## config.mk

```make
export PLATFORM = sky130hd
export DESIGN_NAME = moonbase_sram_bridge
export DESIGN_NICKNAME = d
export VERILOG_FILES = /design/src/rtl/moonbase_pkg.sv /design/src/rtl/moonbase_bus_decode.sv /design/src/rtl/moonbase_sram_bridge.sv
export SDC_FILE = /design/constraint.sdc
export NUM_CORES = 1
export LEC_CHECK = 0
export ABC_AREA = 0
export CORE_ASPECT_RATIO = 1.5
export CORE_UTILIZATION = 52
export CTS_BUF_LIST = sky130_fd_sc_hd__clkbuf_2 sky130_fd_sc_hd__clkbuf_4 sky130_fd_sc_hd__clkbuf_8
export CTS_CLUSTER_DIAMETER = 30
export DETAILED_ROUTE_END_ITERATION = 10
export GPL_TIMING_DRIVEN = 0
export PLACE_DENSITY = 0.78
export SYNTH_ARGS = -nofsm -noshare
export SYNTH_HDL_FRONTEND = slang
export SYNTH_HIERARCHICAL = 1
export SYNTH_SLANG_ARGS = --single-unit
```

## constraint.sdc

```tcl
create_clock -name clk -period 2.3 [get_ports clk]
set_input_delay 0.46 -clock clk [delete_from_list [all_inputs] [get_ports clk]]
set_output_delay 0.46 -clock clk [all_outputs]
set_load 0.02 [all_outputs]
```

## src/rtl/moonbase_pkg.sv

```systemverilog
// Shared definitions for the moonbase CPU-pin-bus to SRAM bridge.
// Covers the FSM states, the bus bit positions and the address geometry.
package moonbase_pkg;

  localparam int unsigned AddrW = 12;
  localparam int unsigned HalfW = AddrW / 2;

  localparam int unsigned BitAddrStb = 7;
  localparam int unsigned BitSel     = 6;
  localparam int unsigned BitWeN     = 5;
  localparam int unsigned BitDataStb = 4;

  typedef enum logic [1:0] {
    StIdle,
    StRead,
    StWrite
  } state_e;

  typedef struct packed {
    logic [AddrW-1:0] addr;
    logic [7:0]       data;
  } wr_req_t;

endpackage

```

## src/rtl/moonbase_bus_decode.sv

```systemverilog
// Registers the CPU pin bus and decodes the registered copy into one-cycle
// strobes, so nothing on the memory side sees bus_in combinationally.
module moonbase_bus_decode
  import moonbase_pkg::*;
(
  input  logic             clk,
  input  logic             rst,
  input  logic [7:0]       bus_in,
  output logic             addr_we_hi,
  output logic             addr_we_lo,
  output logic             tmp_we,
  output logic             commit,
  output logic [HalfW-1:0] addr_val,
  output logic [3:0]       nib
);

  logic [7:0] bus_q;
  logic       data_wr;
  logic       unused_stb;

  always_ff @(posedge clk or negedge rst) begin
    if (!rst) begin
      bus_q <= '0;
    end else begin
      bus_q <= bus_in;
    end
  end

  // The data strobe carries no extra meaning here; we_n alone qualifies writes.
  assign unused_stb = bus_q[BitDataStb];

  always_comb begin
    data_wr    = !bus_q[BitAddrStb] && !bus_q[BitWeN];
    addr_we_hi = bus_q[BitAddrStb] && bus_q[BitSel];
    addr_we_lo = bus_q[BitAddrStb] && !bus_q[BitSel];
    tmp_we     = data_wr && !bus_q[BitSel];
    commit     = data_wr && bus_q[BitSel];
    addr_val   = bus_q[HalfW-1:0];
    nib        = bus_q[3:0];
  end

endmodule

```

## src/rtl/moonbase_sram_bridge.sv

```systemverilog
// Bridges the nibble-wide CPU pin bus to a byte-wide handshaked SRAM port,
// with one buffered write, read refresh on address change and an ack timeout.
module moonbase_sram_bridge
  import moonbase_pkg::*;
#(
  parameter int unsigned ACK_TIMEOUT = 15
) (
  input  logic             clk,
  input  logic             rst,
  input  logic [7:0]       bus_in,
  output logic [3:0]       nib_out,
  output logic             mem_req,
  output logic             mem_we,
  output logic [AddrW-1:0] mem_addr,
  output logic [7:0]       mem_wdata,
  input  logic [7:0]       mem_rdata,
  input  logic             mem_ack,
  output logic             busy,
  output logic             err_overrun,
  output logic             err_timeout
);

  localparam int unsigned CntW = (ACK_TIMEOUT > 1) ? $clog2(ACK_TIMEOUT) : 1;
  localparam logic [CntW-1:0] LastCnt = CntW'(ACK_TIMEOUT - 1);

  logic             addr_we_hi, addr_we_lo, tmp_we, commit;
  logic [HalfW-1:0] addr_val;
  logic [3:0]       nib;

  state_e           state_q, state_d;
  logic [HalfW-1:0] addr_hi_q, addr_hi_d, addr_lo_q, addr_lo_d;
  logic [3:0]       tmp_q, tmp_d;
  logic [7:0]       rdata_q, rdata_d;
  logic             pend_valid_q, pend_valid_d;
  wr_req_t          pend_q, pend_d;
  logic             refresh_q, refresh_d;
  logic [CntW-1:0]  cnt_q, cnt_d;
  logic             mem_we_q, mem_we_d;
  logic [AddrW-1:0] mem_addr_q, mem_addr_d;
  logic [7:0]       mem_wdata_q, mem_wdata_d;
  logic             err_overrun_q, err_overrun_d;
  logic             err_timeout_q, err_timeout_d;

  logic [AddrW-1:0] cur_addr;
  wr_req_t          commit_req;
  logic             refresh_req;

  moonbase_bus_decode u_bus_decode (
    .clk        (clk),
    .rst        (rst),
    .bus_in     (bus_in),
    .addr_we_hi (addr_we_hi),
    .addr_we_lo (addr_we_lo),
    .tmp_we     (tmp_we),
    .commit     (commit),
    .addr_val   (addr_val),
    .nib        (nib)
  );

  always_ff @(posedge clk or negedge rst) begin
    if (!rst) begin
      state_q       <= StIdle;
      addr_hi_q     <= '0;
      addr_lo_q     <= '0;
      tmp_q         <= '0;
      rdata_q       <= '0;
      pend_valid_q  <= 1'b0;
      pend_q        <= '0;
      refresh_q     <= 1'b0;
      cnt_q         <= '0;
      mem_we_q      <= 1'b0;
      mem_addr_q    <= '0;
      mem_wdata_q   <= '0;
      err_overrun_q <= 1'b0;
      err_timeout_q <= 1'b0;
    end else begin
      state_q       <= state_d;
      addr_hi_q     <= addr_hi_d;
      addr_lo_q     <= addr_lo_d;
      tmp_q         <= tmp_d;
      rdata_q       <= rdata_d;
      pend_valid_q  <= pend_valid_d;
      pend_q        <= pend_d;
      refresh_q     <= refresh_d;
      cnt_q         <= cnt_d;
      mem_we_q      <= mem_we_d;
      mem_addr_q    <= mem_addr_d;
      mem_wdata_q   <= mem_wdata_d;
      err_overrun_q <= err_overrun_d;
      err_timeout_q <= err_timeout_d;
    end
  end

  always_comb begin
    state_d       = state_q;
    addr_hi_d     = addr_hi_q;
    addr_lo_d     = addr_lo_q;
    tmp_d         = tmp_q;
    rdata_d       = rdata_q;
    pend_valid_d  = pend_valid_q;
    pend_d        = pend_q;
    cnt_d         = cnt_q;
    mem_we_d      = mem_we_q;
    mem_addr_d    = mem_addr_q;
    mem_wdata_d   = mem_wdata_q;
    err_overrun_d = err_overrun_q;
    err_timeout_d = err_timeout_q;

    if (addr_we_hi) addr_hi_d = addr_val;
    if (addr_we_lo) addr_lo_d = addr_val;
    if (tmp_we)     tmp_d     = nib;

    // cur_addr already includes this cycle's address phase.
    cur_addr         = {addr_hi_d, addr_lo_d};
    commit_req.addr  = {addr_hi_q, addr_lo_q};
    commit_req.data  = {nib, tmp_q};
    refresh_req      = refresh_q || addr_we_hi || addr_we_lo;
    refresh_d        = refresh_req;

    unique case (state_q)
      StIdle: begin
        if (pend_valid_q || commit) begin
          state_d  = StWrite;
          mem_we_d = 1'b1;
          cnt_d    = '0;
          if (pend_valid_q) begin
            // Slot drains and refills in the same cycle if a commit arrives now.
            mem_addr_d   = pend_q.addr;
            mem_wdata_d  = pend_q.data;
            pend_valid_d = commit;
            if (commit) pend_d = commit_req;
          end else begin
            mem_addr_d  = commit_req.addr;
            mem_wdata_d = commit_req.data;
          end
        end else if (refresh_req) begin
          state_d    = StRead;
          mem_we_d   = 1'b0;
          mem_addr_d = cur_addr;
          refresh_d  = 1'b0;
          cnt_d      = '0;
        end
      end
      StRead, StWrite: begin
        if (commit) begin
          if (pend_valid_q) begin
            err_overrun_d = 1'b1;
          end else begin
            pend_valid_d = 1'b1;
            pend_d       = commit_req;
          end
        end
        if (mem_ack) begin
          state_d = StIdle;
          // Stale data is dropped; the pending refresh re-reads the new address.
          if (mem_addr_q == cur_addr) begin
            rdata_d = (state_q == StRead) ? mem_rdata : mem_wdata_q;
          end
        end else if (cnt_q == LastCnt) begin
          state_d       = StIdle;
          err_timeout_d = 1'b1;
        end else begin
          cnt_d = cnt_q + CntW'(1);
        end
      end
      default: state_d = StIdle;
    endcase
  end

  assign mem_req     = (state_q != StIdle);
  assign mem_we      = mem_we_q;
  assign mem_addr    = mem_addr_q;
  assign mem_wdata   = mem_wdata_q;
  assign busy        = (state_q != StIdle) || pend_valid_q;
  assign err_overrun = err_overrun_q;
  assign err_timeout = err_timeout_q;
  assign nib_out     = bus_in[BitSel] ? rdata_q[3:0] : rdata_q[7:4];

endmodule

```

==> impl_metrics.py, run 1 <==
metrics = {
    "status": {
        "outcome": "complete, but fails checks",
        "violations": "negative setup slack",
    },
    "clocking": {
        "cts_tree": "built",
        "clockRootBuffer": "clkbuf_8",
        "cts.sink_count": 83,
        "clk_pin_slew_ps": 80,
        "cts_buffers": 9,
        "htree_levels": 3,
        "cts_max_path_buffers": 2,
        "ctsHoldBuffers": 0,
        "clk_latency_ps": 360,
    },
    "sta": {
        "slew_viol_final": 0,
        "max_freq_ghz": 0.4138,
        "setup_viol_count_final": 8,
        "hold_viol": 0,
        "final.min_clock_period_ps": 2417,
        "finalCritPeriodShare": 1.051,
        "hold_ws_ps": 24.93,
        "slew_headroom": 0.5801,
        "rsz0062_at_grt": "true",
        "tightest_slew_ps": 629.8,
        "finalWorstSetupSlack_ps": -116.7,
        "fin_skew_ps": 9.694,
        "timing.setup.tns_ps": -801.2,
    },
    "route": {
        "via_per_inst": 5.282,
        "dr.pass1.iters": 4,
        "avgRoutedWirePerCell_um": 16.14,
        "drt_iter0_markers": 122,
        "drt-total-wl_um": 7713,
        "ant_nets": 0,
        "routed-via-count": 2525,
        "drc_errors": 0,
    },
    "critical_path": {
        "r2r_start": "u_bus_decode/bus_q[6]$_DFF_PN0_",
        "cp_cell_sequence": "and2b_2, buf_6, mux2_2, xnor2_2, nand3_2, nor4_4, buf_6, mux2_2",
        "end_kind": "register",
        "critPathArrivalTime_ps": 2660,
        "worst_setup_path_start_kind": "register",
        "r2r_cells": 8,
        "crit_required_ps": 2540,
        "r2r_end": "rdata_q[0]$_DFFE_PN0P_",
        "max_stage_delay_ps": 410,
        "cp_slowest_cell": "dfrtp_1",
        "cp_top_family": "multiplexers",
        "worst-path-max-fanout": 8,
        "path_buf_inv": 2,
        "criticalPathCategory": "reg -> reg",
        "ff2ff_setup_slack_ps": -120,
    },
    "power_and_ir_drop": {
        "powerDensity_nw_per_um2": 1320,
        "p_sw_frac": 0.3595,
        "p_comb_frac": 0.443,
        "internal_power_mw": 4.106,
        "pwr-share-clk": 0.198,
        "finalPower_mw": 6.410,
        "seqPwrFrac": 0.359,
        "switching_power_mw": 2.304,
        "max-vdd-ir-drop_v": 0.0007866,
        "cellLeakagePower_nw": 2.096,
    },
    "placement": {
        "port_buffers": 47,
        "dp_hpwl_um": 5329,
        "post-place-ws_ps": -347.1,
        "place_area_um2": 4463,
        "gp_congestion": 0.7641,
        "dp.cells": 459,
    },
    "die": {
        "die_w_um": 72.19,
        "io_pins": 48,
        "core_area_um2": 7179,
        "fp-row-count": 38,
        "die_h_um": 107.3,
        "die_area_um2": 7744,
        "start_util": 0.5352,
    },
    "synth": {
        "ys_types": 35,
        "synth_nets": 334,
        "ys_seq_area_frac": 0.5405,
        "synth_cells": 311,
        "ys.flop_type": "dfrtp_1",
        "async_reset_ff_frac": 1.000,
        "syn_area_um2": 3842,
        "synth_edf_count": 0,
        "synth_seq_cells": 83,
        "yosys_warnings": 6,
        "avgSynthCellArea_um2": 12.36,
    },
    "layout": {
        "layout.nets": 396,
        "diodes": 0,
        "final_area_um2": 4856,
        "fin_cells": 478,
        "final_layout_size_suffix_gt1_frac": 0.3069,
        "finish.utilization": 0.6764,
        "area.growth.synth_to_final_pct": 26.38,
    },
    "global_routing": {
        "grt_usage": 0.2176,
        "grt_max_degree": 55,
        "grt_pass1_vias": 2589,
        "grt-ovfl-total": 0,
        "antenna_found_initial": 0,
        "grt_pass1_wl_um": 12540,
    },
    "flow_run": {
        "maxCapViolCount": 0,
    },
    "min_path": {
        "hp-class": "in -> async",
    },
}
-- cells in the final DEF (no fill, tap or decap), drive strengths merged, types with 2 or more instances in the layout --
cell type / n
and2: 2
bufinv: 3
buf: 21
a21oi: 4
nor2b: 2
clkbuf: 21
mux2i: 20
xnor2: 12
mux2: 56
nand3: 5
nand2b: 5
clkinv: 2
clkdlybuf4s50: 43
nor2: 3
inv: 4
dlygate4sd2: 2
o211ai: 12
nor3b: 2
dfrtp: 83
nand2: 30
nand4: 2
o21ai: 15
o22ai: 2
o21a: 12
nor3: 2
ha: 4
-- repair_timing --
action / CTS / global route
setup buffers: 1 / 2
endpoints found under the setup margin: 45 / 41
gates cloned: 0 / 0
pin swaps: 2 / 4
gates resized for setup: 17 / 24
-- worst reg2reg max path, delay by kind of cell (launching register included) --
kind                   cells  cell delay [ps]
multiplexers               2              730
AND/OR/NAND/NOR            3              690
flip-flops                 1              410
buffers and inverters      2              320
XOR/XNOR                   1              160
-- cells by family (layout without fill, tap and decap cells) --
| logic type | after synthesis | count (layout) | share of synthesized area |
|---|---|---|---|
| buf+inv | 30 | 97 | 0.04298 |
| flops | 83 | 83 | 0.5405 |
| compound gates | 49 | 49 | 0.08369 |
| simple gates | 57 | 57 | 0.07620 |
| mux | 76 | 76 | 0.2162 |
| fa+ha+maj | 4 | 4 | 0.01303 |
| xor+xnor | 12 | 12 | 0.02735 |
-- power groups by stage --
stage	Sequential [mW]	Combinational (mW)	Clock, mW
final	2.30	2.84	1.27
after global routing	2.36	3.10	1.35
after CTS	2.28	2.74	1.29
after detailed placement	2.31	2.67	0
after global placement	2.28	2.62	0
after floorplan	2.47	1.56	0
-- routing by layer --
layer  wire length (um)  GRT usage  part of all wire
met1               3181     0.2588              0.41
met2               4180     0.3778              0.54
met3                247    0.04588             0.032
met4                104    0.08824             0.013
met5                  0          0                 0
-- synthesized netlist by cell type (3+ instances only) --
library cell	count	area [um2]
nand2b_1	5	31.28
mux2_2	56	630.6
buf_4	10	75.07
mux2i_1	20	200.2
a21oi_1	4	20.02
xnor2_1	12	105.1
ha_1	4	50.05
o21ai_0	14	70.07
o21a_1	12	90.09
clkbuf_1	12	45.04
inv_1	4	15.01
nor2_1	3	11.26
o211ai_1	12	90.09
dfrtp_1	83	2077
nand3_1	5	25.02
nand2_1	30	112.6
-- sequential cells by signal (all words and copies together), names as in the netlist, 2 cells and up --
| signal | flops |
|---|---|
| addr_hi_q | 6 |
| addr_lo_q | 6 |
| cnt_q | 4 |
| mem_addr | 12 |
| mem_wdata | 8 |
| pend_q | 20 |
| rdata_q | 8 |
| state_q | 2 |
| tmp_q | 4 |
| u_bus_decode/bus_q | 8 |
-- layout make-up --
| class | instances | area (um2) |
|---|---|---|
| Fill cell | 556 | 2323 |
| Clock buffer | 11 | 145.1 |
| Multi-Input combinational cell | 198 | 1692 |
| Timing Repair Buffer | 51 | 521.8 |
| Buffer | 26 | 180.2 |
| Sequential cell | 83 | 2077 |
| Tap cell | 100 | 125.1 |
| Inverter | 4 | 15.01 |
| Clock inverter | 5 | 100.1 |
-- worst max-delay path by stage --
| stage | startpoint | end | slack [ps] | cells past startpoint |
|---|---|---|---|---|
| floorplan | u_bus_decode/bus_q[6]$_DFF_PN0_ | rdata_q[0]$_DFFE_PN0P_ | 10 | 7 |
| CTS | u_bus_decode/bus_q[6]$_DFF_PN0_ | rdata_q[2]$_DFFE_PN0P_ | -100 | 8 |
| finish | u_bus_decode/bus_q[6]$_DFF_PN0_ | rdata_q[0]$_DFFE_PN0P_ | -120 | 8 |
| detailed placement | u_bus_decode/bus_q[7]$_DFF_PN0_ | rdata_q[2]$_DFFE_PN0P_ | -350 | 7 |
| global route | u_bus_decode/bus_q[6]$_DFF_PN0_ | rdata_q[6]$_DFFE_PN0P_ | -180 | 8 |
| global placement | rst | u_bus_decode/bus_q[1]$_DFF_PN0_ | -2090 | 1 |
Power figures use the tool's default switching activity.
==> inputs of run 2 (changes only) <==
--- a/config.mk
+++ b/config.mk
@@ -7,12 +7,13 @@
 export LEC_CHECK = 0
 export ABC_AREA = 0
 export CORE_ASPECT_RATIO = 1.5
+export CORE_MARGIN = 2
 export CORE_UTILIZATION = 52
 export CTS_BUF_LIST = sky130_fd_sc_hd__clkbuf_2 sky130_fd_sc_hd__clkbuf_4 sky130_fd_sc_hd__clkbuf_8
 export CTS_CLUSTER_DIAMETER = 30
 export DETAILED_ROUTE_END_ITERATION = 10
 export GPL_TIMING_DRIVEN = 0
-export PLACE_DENSITY = 0.78
+export PLACE_DENSITY = 0.79
 export SYNTH_ARGS = -nofsm -noshare
 export SYNTH_HDL_FRONTEND = slang
 export SYNTH_HIERARCHICAL = 1
==> run 2 against run 1 <==
The run still ends with negative setup slack left; routed wire length grew 2.2%; clock power shrank 23%; non-clock buffer count shrank 1; highest routed layer unchanged; fmax grew 1.7%; sequential share of layout area grew 0.11 points; via count grew 1.0%; sequential power is essentially flat; first-iteration DRC count grew 25%; sequential cell count is the same; die area grew 4.7%.
==> impl_metrics.py, run 2 (same netlist as run 1, synthesis figures left out) <==
metrics = {
    "clocking": {
        "cts_buffers": 9,
        "cts_tree": "built",
        "ctsHoldBuffers": 0,
        "clockRootBuffer": "clkbuf_8",
        "clk_latency_ps": 360,
        "clk_pin_slew_ps": 80,
        "htree_levels": 3,
        "cts_max_path_buffers": 2,
        "cts.sink_count": 83,
    },
    "sta": {
        "rsz0062_at_grt": "true",
        "slew_headroom": 0.5998,
        "finalCritPeriodShare": 1.033,
        "tightest_slew_ps": 600.3,
        "slew_viol_final": 0,
        "final.min_clock_period_ps": 2376,
        "setup_viol_count_final": 8,
        "max_freq_ghz": 0.4208,
        "hold_ws_ps": 67.69,
        "finalWorstSetupSlack_ps": -76.49,
        "fin_skew_ps": 8.438,
        "hold_viol": 0,
    },
    "layout": {
        "layout.nets": 395,
        "diodes": 0,
        "regMostFlops": "pend_q",
        "layout_commonest_cell": "dfrtp_1",
        "final_cell_mix": "dfrtp_1, clkdlybuf4s50_1, mux2_2",
        "final_layout_size_suffix_gt1_frac": 0.3032,
        "nFillCells": 522,
        "seqCellArea_um2": 2078,
        "largest_reg_flops": 20,
        "multiInputGateArea_um2": 1734,
        "area.growth.synth_to_final_pct": 26.12,
        "fin_cells": 476,
        "finish.utilization": 0.6750,
    },
    "power_and_ir_drop": {
        "p_comb_frac": 0.471,
        "max-vdd-ir-drop_v": 0.0007480,
        "cellLeakagePower_nw": 2.090,
        "seqPwrFrac": 0.372,
        "internal_power_mw": 3.908,
        "pwr-share-clk": 0.158,
        "p_sw_frac": 0.3714,
        "switching_power_mw": 2.310,
        "powerDensity_nw_per_um2": 1283,
    },
    "global_routing": {
        "grt_usage": 0.2180,
        "grt_max_degree": 45,
        "grt-ovfl-total": 0,
        "grt_pass1_vias": 2649,
        "antenna_found_initial": 0,
        "grt_pass1_wl_um": 12960,
    },
    "route": {
        "dr.pass1.iters": 4,
        "drt_iter0_markers": 153,
        "routed-via-count": 2551,
        "ant_nets": 0,
        "avgRoutedWirePerCell_um": 16.57,
        "via_per_inst": 5.359,
        "drt-total-wl_um": 7886,
        "drc_errors": 0,
    },
    "critical_path": {
        "worst-path-max-fanout": 8,
        "critPathArrivalTime_ps": 2620,
        "timing.critical_path.from": "u_bus_decode/bus_q[6]$_DFF_PN0_",
        "r2r_start": "u_bus_decode/bus_q[6]$_DFF_PN0_",
        "criticalPathCategory": "reg -> reg",
        "worst_setup_path_start_kind": "register",
        "crit_required_ps": 2540,
        "end_kind": "register",
    },
    "die": {
        "die_area_um2": 8107,
        "die_w_um": 74.19,
        "start_util": 0.5352,
        "fp-row-count": 38,
        "io_pins": 48,
        "core_area_um2": 7179,
        "die_h_um": 109.3,
    },
    "placement": {
        "dp_hpwl_um": 5597,
        "gp_congestion": 0.7899,
        "post-place-ws_ps": -354.8,
        "dp.cells": 459,
        "port_buffers": 47,
    },
    "flow_run": {
        "maxCapViolCount": 0,
    },
    "min_path": {
        "hp-class": "in -> async",
    },
    "status": {
        "outcome": "complete, but fails checks",
        "violations": "negative setup slack",
    },
}
[run 2: changes by cell type in the layout (fill, tap and decap cells not counted), moves of 2 or more]
cell       before  now
bufinv_16       3    0
clkbuf_8       11   13
mux2_2         50   40
buf_8           0    2
mux2_4          6   16
buf_6           4    2
[run 2: cell type report]
class | instances | share of cell area
clock inverters | 2 | 0.002066
multi-input cells | 198 | 0.3579
repair buffers | 51 | 0.1090
flip-flops and latches | 83 | 0.4289
clock buffers | 13 | 0.03563
well taps | 100 | 0.02582
plain buffers | 25 | 0.03770
inverters | 4 | 0.003098
[run 2: worst max-delay path: stages, from the launching register on]
cell	delay, ps
dfrtp_1	420
and2b_2	240
buf_8	140
mux2_4	340
xnor2_2	130
nand4_1	170
nor4_4	310
buf_6	200
mux2_4	310
[run 2: what timing repair did]
action                     CTS  global route
pin swaps                    4             6
gates cloned                 0             1
setup endpoints to repair   45            41
setup buffers                2             0
resized for setup           28            24
[run 2: power groups by stage]
stage	clock network [mW]	logic (mW)	registers (mW)
6_report	0.979	2.93	2.31
2_1_floorplan	0	1.56	2.47
3_5_place_dp	0	2.68	2.32
5_1_grt	1.06	3.18	2.38
3_3_place_gp	0	2.62	2.29
4_1_cts	1.01	2.75	2.29
[run 2: per-layer routing]
| metal | vias to the layer above | track usage | part of all wire |
|---|---|---|---|
| li1 | 1201 | - | - |
| met1 | 1299 | 0.2623 | 0.41 |
| met2 | 40 | 0.3756 | 0.54 |
| met3 | 11 | 0.03420 | 0.027 |
| met4 | 0 | 0.1026 | 0.019 |
| met5 | - | 0 | 0 |
[run 2: per-stage QoR]
step / instance area, um2 / setup TNS (ps) / power [mW]
after floorplan: 3842 / 0 / 4.026
after global routing: 4846 / -1151 / 6.623
after global placement: 4438 / -181650 / 4.903
after detailed placement: 4456 / -10350 / 4.998
after CTS: 4728 / -650.5 / 6.050
final: 4846 / -545.9 / 6.218
[run 2: final timing paths]
kind / endpoint / slack (ps) / cells after the start
max: rdata_q[1]$_DFFE_PN0P_ / -80 / 8
min: mem_addr[10]$_DFFE_PN0P_ / 70 / 1
max reg2reg: rdata_q[1]$_DFFE_PN0P_ / -80 / 8
min reg2reg: err_overrun$_DFFE_PN0P_ / 470 / 1
max in group asynchronous: rdata_q[0]$_DFFE_PN0P_ / 1620 / 2
min in group clk: err_overrun$_DFFE_PN0P_ / 470 / 1
==> inputs of run 3 (changes only) <==
--- a/config.mk
+++ b/config.mk
@@ -14,6 +14,7 @@
 export DETAILED_ROUTE_END_ITERATION = 10
 export GPL_TIMING_DRIVEN = 0
 export PLACE_DENSITY = 0.79
+export RECOVER_POWER = 25
 export SYNTH_ARGS = -nofsm -noshare
 export SYNTH_HDL_FRONTEND = slang
 export SYNTH_HIERARCHICAL = 1
==> constraint.sdc (replaced) <==
create_clock -name clk -period 2.3 [get_ports clk]
set_input_delay 0.46 -clock clk [delete_from_list [all_inputs] [get_ports clk]]
set_output_delay 0.46 -clock clk [all_outputs]
set_load 0.005 [all_outputs]
==> run 3 against run 2 <==
The flow still finishes with violations (negative setup slack); first-iteration DRC count fell by 21%; worst hold slack improved by 190 ps; routed wire length fell by 0.22%; highest routed layer unchanged.
==> impl_metrics.py, run 3 (same netlist as run 1, synthesis figures left out) <==
metrics = {
    "status": {
        "outcome": "complete, but fails checks",
        "violations": "negative setup slack",
    },
    "die": {
        "die_area_um2": 8107,
        "die_h_um": 109.3,
        "die_w_um": 74.19,
        "fp-row-count": 38,
        "start_util": 0.5352,
        "core_area_um2": 7179,
        "io_pins": 48,
    },
    "critical_path": {
        "endpoint": "rdata_q[1]$_DFFE_PN0P_",
        "ff2ff_setup_slack_ps": -60,
        "critPathArrivalTime_ps": 2600,
        "crit_required_ps": 2540,
        "r2r_start": "u_bus_decode/bus_q[7]$_DFF_PN0_",
        "worst-path-max-fanout": 8,
        "worst_setup_path_start_kind": "register",
        "end_kind": "register",
        "r2r_cells": 8,
        "r2r_end": "rdata_q[1]$_DFFE_PN0P_",
        "timing.critical_path.from": "u_bus_decode/bus_q[7]$_DFF_PN0_",
        "criticalPathCategory": "reg -> reg",
    },
    "global_routing": {
        "grt_most_used_layer": "met2",
        "grtUsageMet2": 0.3776,
        "grt_pass1_vias": 2630,
        "grt_pass1_wl_um": 12840,
        "grt_usage": 0.2165,
        "antenna_found_initial": 0,
        "grt-ovfl-total": 0,
        "met1_usage": 0.2588,
        "grt_max_degree": 45,
        "use_met3": 0.03327,
    },
    "clocking": {
        "clk_latency_ps": 360,
        "clockRootBuffer": "clkbuf_8",
        "ctsHoldBuffers": 0,
        "cts_max_path_buffers": 2,
        "htree_levels": 3,
        "cts_buffers": 9,
        "cts_tree": "built",
        "cts.sink_count": 83,
        "clk_pin_slew_ps": 80,
    },
    "sta": {
        "max_freq_ghz": 0.4236,
        "finalCritPeriodShare": 1.026,
        "final.min_clock_period_ps": 2361,
        "setup_viol_count_final": 8,
        "finalWorstSetupSlack_ps": -60.84,
        "hold_ws_ps": 256.4,
        "tightest_slew_ps": 1012,
        "rsz0062_at_grt": "true",
        "hold_viol": 0,
        "fin_skew_ps": 9.729,
        "slew_headroom": 0.3252,
        "slew_viol_final": 0,
    },
    "layout": {
        "regMostFlops": "pend_q",
        "layout_commonest_cell": "dfrtp_1",
        "final_cell_mix": "dfrtp_1, mux2_2, clkdlybuf4s50_1",
        "largest_reg_flops": 20,
        "diodes": 0,
        "area.growth.synth_to_final_pct": 25.63,
        "nFillCells": 526,
        "final_layout_size_suffix_gt1_frac": 0.3077,
        "layout.nets": 396,
    },
    "placement": {
        "gp_congestion": 0.7899,
        "dp_hpwl_um": 5597,
        "post-place-ws_ps": -354.8,
        "port_buffers": 47,
    },
    "flow_run": {
        "maxCapViolCount": 0,
    },
    "route": {
        "via_per_inst": 5.333,
        "drc_errors": 0,
        "dr.pass1.iters": 4,
        "drt-total-wl_um": 7869,
        "avgRoutedWirePerCell_um": 16.50,
        "routed-via-count": 2544,
        "ant_nets": 0,
        "drt_iter0_markers": 121,
    },
    "power_and_ir_drop": {
        "cellLeakagePower_nw": 2.087,
        "powerDensity_nw_per_um2": 1222,
        "max-vdd-ir-drop_v": 0.0006823,
    },
    "min_path": {
        "hp-class": "in -> async",
    },
}
run 3: layer usage:
layer  vias to the layer above  share of wire
met3                         8          0.029
met5                         -              0
met4                         0          0.015
li1                       1204              -
met2                        47           0.54
met1                      1285           0.42
run 3: timing repair:
item                       in CTS  in global routing
resized for setup              24                 26
cloned                          0                  0
pin swaps                       3                  5
setup buffers                   2                  2
setup endpoints to repair      45                 42
run 3: metrics by stage:
step                setup TNS (ps)    util  instance area (um2)  total power [mW]  instances
floorplan                        0       -                 3842             3.782        311
global placement           -181170  0.6182                 4438             4.649        458
detailed placement           -9870  0.6206                 4456             4.744        459
CTS                         -492.1  0.6584                 4727             5.826        475
global route                 -1032  0.6724                 4827             6.296        477
finish                      -437.2  0.6724                 4827             5.898        477
run 3: power breakdown:
| group | total, mW | switching [mW] | internal [mW] |
|---|---|---|---|
| registers | 2.32 | 0.364 | 1.95 |
| logic | 2.60 | 1.18 | 1.42 |
| clock network | 0.982 | 0.498 | 0.484 |
| total | 5.90 | 2.04 | 3.85 |
run 3: worst min-delay path by stage:
stage                                  from                  endpoint  slack (ps)  cells after the start
finish                                  rst  mem_addr[10]$_DFFE_PN0P_         260                      1
global route                            rst  mem_addr[10]$_DFFE_PN0P_         320                      1
CTS                                     rst  mem_addr[10]$_DFFE_PN0P_          70                      1
detailed placement  err_overrun$_DFFE_PN0P_   err_overrun$_DFFE_PN0P_         460                      1
global placement    err_overrun$_DFFE_PN0P_   err_overrun$_DFFE_PN0P_         460                      1
floorplan                               rst    addr_hi_q[0]$_DFF_PN0_         160                      0
run 3: critical path, cell delays in order (launching register included):
cell	delay, ps
dfrtp_1	420
and2_2	210
buf_6	140
mux2_4	330
xnor2_2	170
nand4_1	160
nor4_4	310
buf_6	200
mux2_4	310
run 3: cell type report:
cell class	count	area, um2	share of cell area
Clock buffer	13	172.7	0.03577
Tap cell	100	125.1	0.02592
Inverter	4	15.01	0.003110
Buffer	25	185.2	0.03836
Multi-Input combinational cell	198	1724	0.3572
Timing Repair Buffer	52	518.0	0.1073
Sequential cell	83	2077	0.4303
Clock inverter	2	10.01	0.002074
